<file path="src/rtl/multicycle_ctrl_pkg.sv">
// multicycle_ctrl_pkg: shared types for the multicycle RV32I control FSM.
package multicycle_ctrl_pkg;
  localparam int INST_WIDTH = 32;
  localparam int CNT_WIDTH = 32;

  typedef enum logic [6:0] {
    OPCODE_INVALID = 7'h00,
    OP_LOAD        = 7'h03,
    OP_IMM         = 7'h13,
    OP_AUIPC       = 7'h17,
    OP_STORE       = 7'h23,
    OP_REG         = 7'h33,
    OP_LUI         = 7'h37,
    OP_BRANCH      = 7'h63,
    OP_JALR        = 7'h67,
    OP_JAL         = 7'h6F
  } opcode_e;

  typedef enum logic [2:0] {IMM_RTYPE, IMM_ITYPE, IMM_STYPE, IMM_BTYPE, IMM_UTYPE, IMM_JTYPE} imm_sel_e;
  typedef enum logic [2:0] {ALUOP_NONE, ALUOP_ADD, ALUOP_SUB, ALUOP_PASS_B, ALUOP_FUNCT3, ALUOP_FUNCT7} alu_op_e;
  typedef enum logic [1:0] {WB_NONE, WB_ALU, WB_MEM, WB_PC4} wb_sel_e;
  typedef enum logic [2:0] {S_FETCH, S_DECODE, S_EXEC, S_MEM, S_WB, S_TRAP} ctrl_state_e;
  typedef enum logic [1:0] {PC_PC4, PC_BRANCH, PC_ALU} pc_sel_e;
  typedef enum logic {A_RS1, A_PC} alu_a_sel_e;
  typedef enum logic {B_RS2, B_IMM} alu_b_sel_e;

  typedef struct packed {
    imm_sel_e   imm_sel;
    alu_op_e    alu_op;
    alu_a_sel_e alu_a_sel;
    alu_b_sel_e alu_b_sel;
    wb_sel_e    wb_sel;
    pc_sel_e    pc_sel;
    logic       is_load;
    logic       is_store;
    logic       is_branch;
    logic       rf_we;
  } ctrl_bundle_t;

  localparam ctrl_bundle_t CTRL_RESET = '{
    imm_sel: IMM_RTYPE, alu_op: ALUOP_NONE, alu_a_sel: A_RS1, alu_b_sel: B_RS2,
    wb_sel: WB_NONE, pc_sel: PC_PC4, is_load: 1'b0, is_store: 1'b0, is_branch: 1'b0, rf_we: 1'b0
  };
endpackage

</file>
<file path="src/rtl/multicycle_ctrl_if.sv">
// multicycle_ctrl_if: controller <-> datapath/memory handshake and control bundle.
interface multicycle_ctrl_if
  import multicycle_ctrl_pkg::*;
#(
  parameter int IW = INST_WIDTH,
  parameter int CW = CNT_WIDTH
) ();
  logic [IW-1:0] inst_i;
  logic          imem_ack_i;
  logic          dmem_ack_i;
  logic          br_taken_i;
  logic          imem_req_o;
  logic          ir_we_o;
  logic          dmem_req_o;
  logic          dmem_we_o;
  imm_sel_e      imm_sel_o;
  alu_op_e       alu_op_o;
  alu_a_sel_e    alu_a_sel_o;
  alu_b_sel_e    alu_b_sel_o;
  wb_sel_e       wb_sel_o;
  logic          rf_we_o;
  logic          pc_we_o;
  pc_sel_e       pc_sel_o;
  logic          illegal_o;
  logic [CW-1:0] instret_o;

  modport master (
    input  inst_i, imem_ack_i, dmem_ack_i, br_taken_i,
    output imem_req_o, ir_we_o, dmem_req_o, dmem_we_o, imm_sel_o, alu_op_o, alu_a_sel_o,
           alu_b_sel_o, wb_sel_o, rf_we_o, pc_we_o, pc_sel_o, illegal_o, instret_o
  );
  modport slave (
    output inst_i, imem_ack_i, dmem_ack_i, br_taken_i,
    input  imem_req_o, ir_we_o, dmem_req_o, dmem_we_o, imm_sel_o, alu_op_o, alu_a_sel_o,
           alu_b_sel_o, wb_sel_o, rf_we_o, pc_we_o, pc_sel_o, illegal_o, instret_o
  );
endinterface

</file>
<file path="src/rtl/multicycle_ctrl_decoder.sv">
// multicycle_ctrl_decoder: combinational instruction -> control bundle and illegal flag.
module multicycle_ctrl_decoder
  import multicycle_ctrl_pkg::*;
(
  input  logic [INST_WIDTH-1:0] inst_i,
  output ctrl_bundle_t          ctrl_o,
  output logic                  illegal_o
);
  logic [2:0] f3;
  logic       unused_bits;
  assign f3 = inst_i[14:12];
  assign unused_bits = ^{inst_i[INST_WIDTH-1:15]};
  always_comb begin
    ctrl_o = CTRL_RESET;
    illegal_o = 1'b0;
    case (inst_i[6:0])
      OP_REG: begin
        ctrl_o.alu_op = ALUOP_FUNCT7;
        ctrl_o.wb_sel = WB_ALU;
      end
      OP_IMM: begin
        ctrl_o.alu_op = ALUOP_FUNCT3;
        ctrl_o.alu_b_sel = B_IMM;
        ctrl_o.imm_sel = IMM_ITYPE;
        ctrl_o.wb_sel = WB_ALU;
      end
      OP_LOAD: begin
        ctrl_o.alu_op = ALUOP_ADD;
        ctrl_o.alu_b_sel = B_IMM;
        ctrl_o.imm_sel = IMM_ITYPE;
        ctrl_o.wb_sel = WB_MEM;
        ctrl_o.is_load = 1'b1;
        illegal_o = (f3 == 3'd3) || (f3 == 3'd6) || (f3 == 3'd7);
      end
      OP_STORE: begin
        ctrl_o.alu_op = ALUOP_ADD;
        ctrl_o.alu_b_sel = B_IMM;
        ctrl_o.imm_sel = IMM_STYPE;
        ctrl_o.is_store = 1'b1;
        illegal_o = f3 > 3'd2;
      end
      OP_BRANCH: begin
        ctrl_o.alu_op = ALUOP_SUB;
        ctrl_o.imm_sel = IMM_BTYPE;
        ctrl_o.is_branch = 1'b1;
        illegal_o = (f3 == 3'd2) || (f3 == 3'd3);
      end
      OP_LUI: begin
        ctrl_o.alu_op = ALUOP_PASS_B;
        ctrl_o.alu_b_sel = B_IMM;
        ctrl_o.imm_sel = IMM_UTYPE;
        ctrl_o.wb_sel = WB_ALU;
      end
      OP_AUIPC: begin
        ctrl_o.alu_op = ALUOP_ADD;
        ctrl_o.alu_a_sel = A_PC;
        ctrl_o.alu_b_sel = B_IMM;
        ctrl_o.imm_sel = IMM_UTYPE;
        ctrl_o.wb_sel = WB_ALU;
      end
      OP_JAL: begin
        ctrl_o.alu_op = ALUOP_ADD;
        ctrl_o.alu_a_sel = A_PC;
        ctrl_o.alu_b_sel = B_IMM;
        ctrl_o.imm_sel = IMM_JTYPE;
        ctrl_o.wb_sel = WB_PC4;
        ctrl_o.pc_sel = PC_ALU;
      end
      OP_JALR: begin
        ctrl_o.alu_op = ALUOP_ADD;
        ctrl_o.alu_b_sel = B_IMM;
        ctrl_o.imm_sel = IMM_ITYPE;
        ctrl_o.wb_sel = WB_PC4;
        ctrl_o.pc_sel = PC_ALU;
        illegal_o = f3 != 3'd0;
      end
      default: illegal_o = 1'b1;
    endcase
    ctrl_o.rf_we = (ctrl_o.wb_sel != WB_NONE) && (inst_i[11:7] != 5'd0);
  end
endmodule

</file>
<file path="src/rtl/multicycle_ctrl.sv">
// multicycle_ctrl: FETCH/DECODE/EXEC/MEM/WB sequencer with sticky trap and retire counter.
module multicycle_ctrl
  import multicycle_ctrl_pkg::*;
(
  input logic               clk,
  input logic               rst_n,
  multicycle_ctrl_if.master bus
);
  ctrl_state_e          state_q;
  ctrl_bundle_t         ctrl_q, dec;
  logic                 dec_illegal;
  logic                 retire;
  logic [CNT_WIDTH-1:0] instret_q;

  multicycle_ctrl_decoder u_dec (.inst_i(bus.inst_i), .ctrl_o(dec), .illegal_o(dec_illegal));

  assign retire = (state_q == S_EXEC && ctrl_q.is_branch) ||
                  (state_q == S_MEM && ctrl_q.is_store && bus.dmem_ack_i) ||
                  (state_q == S_WB);

  always_ff @(posedge clk or negedge rst_n) begin
    if (!rst_n) begin
      state_q <= S_FETCH;
      ctrl_q <= CTRL_RESET;
      instret_q <= '0;
    end else begin
      if (retire) instret_q <= instret_q + CNT_WIDTH'(1);
      case (state_q)
        S_FETCH: if (bus.imem_ack_i) state_q <= S_DECODE;
        S_DECODE: begin
          if (!dec_illegal) ctrl_q <= dec;
          state_q <= dec_illegal ? S_TRAP : S_EXEC;
        end
        S_EXEC: state_q <= ctrl_q.is_branch ? S_FETCH :
                           (ctrl_q.is_load || ctrl_q.is_store) ? S_MEM : S_WB;
        S_MEM: if (bus.dmem_ack_i) state_q <= ctrl_q.is_store ? S_FETCH : S_WB;
        S_WB: state_q <= S_FETCH;
        default: state_q <= S_TRAP;
      endcase
    end
  end

  // Fetch request is gated by rst_n so it is low while reset is held, even though state sits in FETCH.
  assign bus.imem_req_o  = rst_n && (state_q == S_FETCH);
  assign bus.ir_we_o     = bus.imem_req_o && bus.imem_ack_i;
  assign bus.dmem_req_o  = state_q == S_MEM;
  assign bus.dmem_we_o   = bus.dmem_req_o && ctrl_q.is_store;
  assign bus.rf_we_o     = (state_q == S_WB) && ctrl_q.rf_we;
  assign bus.pc_we_o     = retire;
  assign bus.pc_sel_o    = (state_q == S_EXEC && ctrl_q.is_branch && bus.br_taken_i) ? PC_BRANCH : ctrl_q.pc_sel;
  assign bus.illegal_o   = state_q == S_TRAP;
  assign bus.imm_sel_o   = ctrl_q.imm_sel;
  assign bus.alu_op_o    = ctrl_q.alu_op;
  assign bus.alu_a_sel_o = ctrl_q.alu_a_sel;
  assign bus.alu_b_sel_o = ctrl_q.alu_b_sel;
  assign bus.wb_sel_o    = ctrl_q.wb_sel;
  assign bus.instret_o   = instret_q;
endmodule

</file>
<file path="src/flat_wrapper.sv">
// flat-port wrapper written by rule: the top's interface ports become plain ports
module multicycle_ctrl_flat import multicycle_ctrl_pkg::*;
  (clk, rst_n, bus_inst_i, bus_imem_ack_i, bus_dmem_ack_i, bus_br_taken_i, bus_imem_req_o, bus_ir_we_o, bus_dmem_req_o, bus_dmem_we_o, bus_imm_sel_o, bus_alu_op_o, bus_alu_a_sel_o, bus_alu_b_sel_o, bus_wb_sel_o, bus_rf_we_o, bus_pc_we_o, bus_pc_sel_o, bus_illegal_o, bus_instret_o);
  multicycle_ctrl_if bus_i ();
  input logic clk;
  input logic rst_n;
  input wire logic [$bits(bus_i.inst_i)-1:0] bus_inst_i;
  input wire logic [$bits(bus_i.imem_ack_i)-1:0] bus_imem_ack_i;
  input wire logic [$bits(bus_i.dmem_ack_i)-1:0] bus_dmem_ack_i;
  input wire logic [$bits(bus_i.br_taken_i)-1:0] bus_br_taken_i;
  output wire logic [$bits(bus_i.imem_req_o)-1:0] bus_imem_req_o;
  output wire logic [$bits(bus_i.ir_we_o)-1:0] bus_ir_we_o;
  output wire logic [$bits(bus_i.dmem_req_o)-1:0] bus_dmem_req_o;
  output wire logic [$bits(bus_i.dmem_we_o)-1:0] bus_dmem_we_o;
  output wire logic [$bits(bus_i.imm_sel_o)-1:0] bus_imm_sel_o;
  output wire logic [$bits(bus_i.alu_op_o)-1:0] bus_alu_op_o;
  output wire logic [$bits(bus_i.alu_a_sel_o)-1:0] bus_alu_a_sel_o;
  output wire logic [$bits(bus_i.alu_b_sel_o)-1:0] bus_alu_b_sel_o;
  output wire logic [$bits(bus_i.wb_sel_o)-1:0] bus_wb_sel_o;
  output wire logic [$bits(bus_i.rf_we_o)-1:0] bus_rf_we_o;
  output wire logic [$bits(bus_i.pc_we_o)-1:0] bus_pc_we_o;
  output wire logic [$bits(bus_i.pc_sel_o)-1:0] bus_pc_sel_o;
  output wire logic [$bits(bus_i.illegal_o)-1:0] bus_illegal_o;
  output wire logic [$bits(bus_i.instret_o)-1:0] bus_instret_o;
  assign bus_i.inst_i = bus_inst_i;
  assign bus_i.imem_ack_i = bus_imem_ack_i;
  assign bus_i.dmem_ack_i = bus_dmem_ack_i;
  assign bus_i.br_taken_i = bus_br_taken_i;
  assign bus_imem_req_o = bus_i.imem_req_o;
  assign bus_ir_we_o = bus_i.ir_we_o;
  assign bus_dmem_req_o = bus_i.dmem_req_o;
  assign bus_dmem_we_o = bus_i.dmem_we_o;
  assign bus_imm_sel_o = bus_i.imm_sel_o;
  assign bus_alu_op_o = bus_i.alu_op_o;
  assign bus_alu_a_sel_o = bus_i.alu_a_sel_o;
  assign bus_alu_b_sel_o = bus_i.alu_b_sel_o;
  assign bus_wb_sel_o = bus_i.wb_sel_o;
  assign bus_rf_we_o = bus_i.rf_we_o;
  assign bus_pc_we_o = bus_i.pc_we_o;
  assign bus_pc_sel_o = bus_i.pc_sel_o;
  assign bus_illegal_o = bus_i.illegal_o;
  assign bus_instret_o = bus_i.instret_o;
  multicycle_ctrl u_core (.clk(clk), .rst_n(rst_n), .bus(bus_i));
endmodule
</file>
<file path="config.mk">
export PLATFORM = sky130hd
export DESIGN_NAME = multicycle_ctrl_flat
export DESIGN_NICKNAME = d
export VERILOG_FILES = /design/src/rtl/multicycle_ctrl_pkg.sv /design/src/rtl/multicycle_ctrl_if.sv /design/src/rtl/multicycle_ctrl_decoder.sv /design/src/rtl/multicycle_ctrl.sv /design/src/flat_wrapper.sv
export SDC_FILE = /design/constraint.sdc
export NUM_CORES = 1
export LEC_CHECK = 0
export CAP_MARGIN = 20
export CORE_MARGIN = 2
export CORE_UTILIZATION = 52
export CTS_BUF_LIST = sky130_fd_sc_hd__clkbuf_8
export CTS_CLUSTER_DIAMETER = 100
export CTS_CLUSTER_SIZE = 28
export DETAILED_ROUTE_END_ITERATION = 10
export PLACE_DENSITY = 0.89
export REMOVE_ABC_BUFFERS = 1
export SLEW_MARGIN = 15
export SYNTH_ARGS = -nofsm -noshare
export SYNTH_HDL_FRONTEND = slang
export SYNTH_SLANG_ARGS = --single-unit
</file>
<file path="constraint.sdc">
create_clock -name clk -period 4.2 [get_ports clk]
set_input_delay 0.42 -clock clk [delete_from_list [all_inputs] [get_ports clk]]
set_output_delay 0.42 -clock clk [all_outputs]
set_load 0.005 [all_outputs]
</file>
* Yosys cells after proc, flatten, opt, wreduce, memory -nomap -nowiden
Cells that the tools add are included.
** Word-level totals
- Output and inout bits :: 51
- Memories kept :: 0
- Flip-flop bits (word level) :: 51
- RAM bits :: 0
- Memory bits (read-only) :: 0
- Bits in latches :: 0
** Operators by class
- Bitwise logic cells :: 1
- Mux-type cells :: 18
- Reductions and logical operators :: 28
- Multipliers :: 0
- $lt $le $gt $ge :: 1
- Add/sub/neg operators :: 1
- Shift operators :: 0
- Equality and inequality tests :: 20
- Div/mod/pow operators :: 0
** Operator list (count)
- $pmux 3 s5 :: 3
- $add 32x1->32 const B :: 1
- $eq 7x6->1 const B :: 3
- $eq 7x7->1 const B :: 3
- $mux 3 :: 6
- $eq 7x5->1 const B :: 2
- $eq 3x2->1 const B :: 4
- $eq 3x3->1 const B :: 4
- $reduce_or 5->1 :: 2
- $logic_and 1x1->1 :: 8
- $eq 7x2->1 const B :: 1
- $reduce_or 7->1 :: 1
- $logic_or 1x1->1 :: 6
- $pmux 2 s3 :: 1
- $reduce_or 2->1 :: 3
- $mux 1 :: 5
- $pmux 1 s5 :: 1
- $reduce_bool 5->1 :: 1
- $mux 2 :: 2
- $ne 2x2->1 const B :: 2
- $reduce_and 2->1 :: 2
- $reduce_or 4->1 :: 1
- $eq 3x1->1 const B :: 1
- $gt 3x2->1 const B :: 1
- 5 further kinds :: 5

* Logic depth before layout (Yosys ltp)
- Depth in word-level cells :: 6
- Depth in mapped cells :: 8

* Cells and area by module
A second synthesis with hierarchy kept.
** Second synthesis, totals
- Cells, all modules :: 286
- Area, all modules :: 3074.2 um^2
** By module, submodules not included
- multicycle_ctrl :: cells an instance 226, seq. area each 1276.2 um^2, instances 1, area an instance 2722.6 um^2
- multicycle_ctrl_decoder :: cells an instance 60, seq. area each 0.0 um^2, instances 1, area an instance 351.6 um^2

* Worst setup path before layout
No wires, ideal clock.
- Path type :: input port to flip-flop
- From :: input bus_inst_i[3]
- To :: register u_core.ctrl_q (netlist bit u_core.bus.alu_op_o[0])
- Path slack :: 2.100 ns
- Required time :: 4.075 ns
- Arrival time :: 1.974 ns
- Stages :: 7
- Library setup time :: 0.125 ns
- Cells stage by stage :: buf_4 nor2_4 o21ai_0 a21o_1 nor4_4 buf_6 mux2_4
** On the way
- Word-level cells in the longest chain between the ends :: 5
- Elaborated cells between the ends (all ways) :: 15
- Classes of those cells :: 9 x eq/ne; 2 x mux; 1 x bitwise; 3 x reduce/logical
** RTL lines
- start, declared :: line flat_wrapper.sv:7 : input wire logic [$bits(bus_i.inst_i)-1:0] bus_inst_i;
- $eq 7x7->1 (tied with other cells) :: line multicycle_ctrl_decoder.sv:16 : case (inst_i[6:0])
- $reduce_or 5->1 (no source line)
- $pmux 1 s5 :: line multicycle_ctrl_decoder.sv:16
- $not 1->1 (no source line)
- $reduce_and 2->1 (no source line)
- end signal, assigned :: line multicycle_ctrl.sv:24 : ctrl_q <= CTRL_RESET;
- end signal, assigned :: line multicycle_ctrl.sv:31 : if (!dec_illegal) ctrl_q <= dec;
- end, declared :: line multicycle_ctrl.sv:10 : ctrl_bundle_t ctrl_q, dec;
Several ways; a longest one is shown, not always the timed one.
A chain may end at the register's enable or synchronous reset.

* Worst setup path after layout
- From :: input bus_inst_i[2]
- To :: register u_core.ctrl_q (netlist bit u_core.bus.alu_a_sel_o)
The elaborated chain is that of the path after synthesis.

==> impl_metrics.env <==
export IMPL_required_ps=4400
export IMPL_cts_tree="built"
export IMPL_nets=370
export IMPL_h_tree_depth=2
export IMPL_dr_pass1_iters=4
export IMPL_synth_area_per_cell_sq_um=10.06
export IMPL_synth_distinct_cells=48
export IMPL_port_buffers=70
export IMPL_tns_ps=0
export IMPL_drive_gt1_share_pct=9.610
export IMPL_finalMaxSlewViolations=0
export IMPL_grt_antenna_before_repair=0
export IMPL_syn_cell_area_sq_um=2746
export IMPL_peakVddDrop_mv=0.1477
export IMPL_worstRegToRegCells=5
export IMPL_core_area_sq_um=5107
export IMPL_start_util_pct=53.77
export IMPL_yosysWarnings=0
export IMPL_skew_ps=8.776
export IMPL_cts_root_buffer="clkbuf_8"
export IMPL_vias=2250
export IMPL_ys_seq_area_share_pct=45.56
export IMPL_die_area_sq_um=5879
export IMPL_worstSetupEndpointType="flop"
export IMPL_clkSlewWorstSetupHoldPaths_ps=90
export IMPL_rsz0062_at_grt="no"
export IMPL_drtAntennaViolNets=0
export IMPL_synth_main_ff_cell="dfrtp_1"
export IMPL_area_growth_pct=29.43
export IMPL_postCtsHoldBufs=0
export IMPL_cp_arrival_ps=3160
export IMPL_setup_worst_path_class="input port to flop"
export IMPL_overflow=0
export IMPL_track_usage_pct=21.83
export IMPL_synth_edf_count=0
export IMPL_fmax_mhz=337.3
export IMPL_via_per_inst=5.583
export IMPL_grt_start_max_net_pins=51
export IMPL_critPathMaxFanout=13
export IMPL_gp_congestion=0.8375
export IMPL_hold_viol=0
export IMPL_drc=0
export IMPL_leakage_nw=1.565
export IMPL_startpoint="bus_inst_i[2]"
export IMPL_tightest_slew_ps=759.9
export IMPL_async_reset_ff_share_pct=100.0
export IMPL_clk_latency_ps=310
export IMPL_cp_start_kind="input port"
export IMPL_cts_buffers_inserted=5
export IMPL_p_per_area_nw_per_um2=268.0
export IMPL_status="complete, no violations"
export IMPL_r2r_start="u_core.bus.instret_o[2]"
export IMPL_cts_sinks=50
export IMPL_drtIter0Drc=86
export IMPL_io_pins=88
export IMPL_final_cell_mix="69 x clkdlybuf4s50_1, 50 x dfrtp_1, 24 x nand2_1"
export IMPL_rows=26
export IMPL_final_common_cell="clkdlybuf4s50_1"
export IMPL_post_cts_resized=0
export IMPL_wirelength_um=6238
export IMPL_postCtsSetupBuffers=0
export IMPL_cts_buffer_depth=2
export IMPL_power_w=0.0009525
export IMPL_nFillCells=392
export IMPL_fin_crit_sh_pct=70.59
export IMPL_fp_dieW_um=76.68
export IMPL_dieHeight_um=76.68
export IMPL_slew_headroom_pct=49.11
export IMPL_diodes=0
export IMPL_grt_pass1_vias=2257
export IMPL_place_hpwl_um=4495
export IMPL_drv_cap=0
export IMPL_setup_viol=0
export IMPL_grt_pass1_wl_um=10360
export IMPL_routedWlPerCell_um=15.48
export IMPL_yosys_register_bits=50
export IMPL_fin_crit_ps=2965
export IMPL_worstHoldPathType="input port to async pin"
export IMPL_syn_inst=273
[final timing paths]
| path | slack, ps | to |
|---|---|---|
| worst max-delay path | 1240 | u_core.bus.alu_a_sel_o |
| max in group asynchronous | 3560 | u_core.ctrl_q[0] |
| worst max register to register | 2050 | u_core.bus.instret_o[26] |
| min in group clk | 480 | u_core.bus.instret_o[31] |
| worst min-delay path | 220 | u_core.bus.instret_o[28] |
| worst min register to register | 480 | u_core.bus.instret_o[31] |
[state kept, by name, indices dropped and copies added (netlist names)]
| signal | count |
|---|---|
| u_core.bus.alu_op_o | 3 |
| u_core.bus.imm_sel_o | 3 |
| u_core.state_q | 3 |
| u_core.ctrl_q | 5 |
| u_core.bus.wb_sel_o | 2 |
| u_core.bus.instret_o | 32 |
| u_core.bus.alu_b_sel_o | 1 |
| u_core.bus.alu_a_sel_o | 1 |
[through the flow]
step	setup WS [ps]	area (sq um)	utilization, %	cells	hold slack [ps]
final	1235	3555	69.60	403	215.8
after floorplan	1891	2614	-	253	124.4
after detailed placement	968.1	3412	66.81	395	471.5
after global placement	1033	3412	66.81	395	474.4
after global routing	1096	3555	69.60	403	273.0
after CTS	1271	3555	69.60	403	251.7
[metal layers]
layer	vias up	GRT usage (%)	routed length, um
li1	1061	-	-
met1	1095	26.82	2602
met2	82	37.63	3152
met3	12	5.059	362
met4	0	7.636	121
met5	-	0	0
[power by group]
part,switching (W),internal (W)
sequential,0,0.000481
combinational,0.0000325,0.0000246
clock,0.000161,0.000254
total,0.000193,0.000759
[cell type report]
cell class | instances | area (sq um) | area share, %
multi-input combinational | 194 | 1329 | 37.38
sequential | 50 | 1251 | 35.20
timing repair buffer | 72 | 710.7 | 19.99
tap | 70 | 87.58 | 2.464
clock buffer | 6 | 82.58 | 2.323
clock inverter | 2 | 60.06 | 1.690
inverter | 9 | 33.78 | 0.9504
[worst max-delay path: stages]
cell and delay (ps):
clkdlybuf4s50_1 740, nor2_1 190, and4b_1 230, a21o_1 200, nor4_4 690, buf_4 320, mux2_2 360
[cells by family (layout without fill, tap and decap cells)]
family / after synthesis / after routing / share of synthesized area (%)
simple gates: 118 / 118 / 24.19
flops: 50 / 50 / 45.56
xor+xnor: 31 / 31 / 9.886
buf+inv: 29 / 89 / 6.059
compound gates: 28 / 28 / 6.379
mux: 16 / 16 / 7.472
fa+ha+maj: 1 / 1 / 0.4555
[Yosys cell counts, drive strengths merged, types with 2 or more instances]
library cell | count | area, sq um
and3b | 3 | 30.03
nand3 | 10 | 50.05
nand2 | 24 | 90.09
a21oi | 6 | 30.03
nor4 | 5 | 52.55
xor2 | 15 | 131.4
nand4 | 13 | 81.33
nor2b | 5 | 31.28
inv | 9 | 33.78
o21ai | 10 | 53.80
o211ai | 4 | 30.03
xnor2 | 16 | 140.1
clkbuf | 4 | 15.01
and3 | 7 | 43.79
nand3b | 2 | 15.01
nor3 | 10 | 50.05
and2 | 7 | 43.80
buf | 16 | 117.6
nor2 | 20 | 82.58
dfrtp | 50 | 1251
mux2 | 15 | 195.2
and4 | 3 | 26.28
nand2b | 3 | 18.77
Note: power is estimated with default switching activity, not from simulation.
==> RTL edit: new RTL, same flow settings <==
Set the package constant `CNT_WIDTH` to 48 (it was 32).
--- a/src/rtl/multicycle_ctrl_pkg.sv
+++ b/src/rtl/multicycle_ctrl_pkg.sv
@@ -3,3 +3,3 @@
   localparam int INST_WIDTH = 32;
-  localparam int CNT_WIDTH = 32;
+  localparam int CNT_WIDTH = 48;
 
Interface: changed (resized bus_instret_o); port bits go from 88 to 104. No check against the original RTL was run, so the function may have changed too.
==> RTL edit against the original RTL <==
- area after synthesis up 28%
- highest routed layer unchanged
- sequential cell count increased by 16
- sequential share of layout area up 0.70 points
- setup slack improved by 0.28 ns
- via count up 31%
- total power is 36% higher
- final area is 29% higher
- critical path type unchanged
- wire length grew 31%
- clock skew grew 0.0040 ns
==> RTL edit: results (changes against the original RTL) <==
path_clk_slew_ns: 0.07  # -0.02 ns
clkLatencyLatePin_ns: 0.35  # +0.04 ns
drt_first_pass_iters: 4  # unchanged
critPathLaunch: "bus_inst_i[6]"
n_clock_buffer: 10  # +4
wl_met1_um: 3466  # +33%
met3RoutedLength_um: 442  # +22%
grtUsageMet2: 0.3827  # +0.006348
grt_util_met1: 0.2999  # +0.03178
min_period_over_period: 0.6387  # -0.06712
syn_inst: 346  # +27%
gp_routability_congestion: 0.8239  # -1.6%
via_per_inst: 5.751  # +3.0%
nonClockBufferCount: 88  # +22%
inverters: 13  # +4
grt_pass1_vias: 2868  # +27%
synth.lib_cells_used.distinct: 50  # +4.2%
place_area_mm2: 0.004373  # +28%
proportion_of_layout_cells_with_a_drive_suffix_above_1: 0.09217  # -0.003930
ff_to_ff_end: "u_core.bus.instret_o[27]"
htreeDepth: 3  # +1
top_post_synthesis_cells_by_area: "dfrtp_1, xor2_1, xnor2_1"
outcome: "finished, final reports clean"
endpoint: "u_core.bus.imm_sel_o[2]"
drt_wl_total_um: 8185  # +31%
portBuffers: 86  # +23%
ys_ff_latch: 66  # +32%
initial_detailed_routing_violation_count: 200  # +130%
top_cell_types_by_occurrence_after_synthesis: "dfrtp_1, nor2_1, nand2_1, xor2_1, xnor2_1"
seq_area_frac_synth: 0.4708  # +0.01518
numCtsBuffers: 9  # +4
filler_cell_count: 467  # +19%
place_ws_ns: 1.152  # +0.1844 ns
area.growth.synth_to_final_pct: 31.13
grt_pass1_wl_um: 13640  # +32%
non_clock_buffer_area_share: 0.1909  # -0.009013
crit_fanout: 14  # +1
final_cells: 511  # +27%
comb.multi_input.count: 251  # +29%
largest_register_ff_count: 48  # +50%
area.sequential_mm2: 0.001652  # +32%
ir_drop_worst_case_vdd_mv: 0.2057  # +39%
grt.total_usage: 0.2337  # +0.01539
num-nets-final: 467  # +26%
crit-reg2reg-launch: "u_core.bus.instret_o[14]"
gr-usage-met3: 0.05197  # +0.001385
clock-skew-final_ns: 0.01279  # +0.004012 ns
timing_worst_slew_pin_value_ns: 0.8184  # +0.05846 ns
initial_antenna_violation_count: 0  # unchanged
route.met2.wl_um: 4117  # +31%
placedCellCount: 495  # +25%
clk_share: 0.04950  # +0.009370
p_leak_uw: 0.002001  # +28%
die_area_mm2: 0.007420  # +26%
multi_input_comb_area_mm2: 0.001698  # +28%
worst_path_largest_cell_delay_ns: 0.65  # -0.09 ns
r2r_slack_ns: 1.87  # -0.18 ns
worst_ep_arrival_time_ns: 2.90  # -0.26 ns
grt_start_max_net_pins: 67  # +31%
hold_ws_ns: 0.2753  # +0.05950 ns
## RTL edit: changes by cell type after synthesis, moves of 5 or more
cell       unedited run  this run
a21oi_1               6        11
and3_1                7        14
dfrtp_1              50        66
nand3_1              10        20
nor2_1               19        34
o2111ai_1             0         7
xnor2_1              16        23
xor2_1               15        24
## RTL edit: logic make-up after synthesis
kind of cell,count (synthesis),share of synthesized area
flip-flops,66,0.4708
AND/OR/NAND/NOR,149,0.2240
buffers and inverters,29,0.04529
XOR/XNOR,47,0.1173
AO/OA/AOI/OAI,38,0.07953
multiplexers,16,0.05956
adder cells (fa/ha/maj),1,0.003566
## RTL edit: critical path: cells and delay by family
kind / cells / cell delay [ns]
multiplexers: 1 / 0.34
AO/OA/AOI/OAI: 2 / 0.32
AND/OR/NAND/NOR: 2 / 0.94
buffers and inverters: 2 / 0.88
## RTL edit: report_power, final
part | leakage [uW] | internal, uW | switching [uW]
Sequential | 0.000870 | 636 | 0.916
Combinational | 0.00102 | 25.3 | 35.9
Clock | 0.000112 | 351 | 250
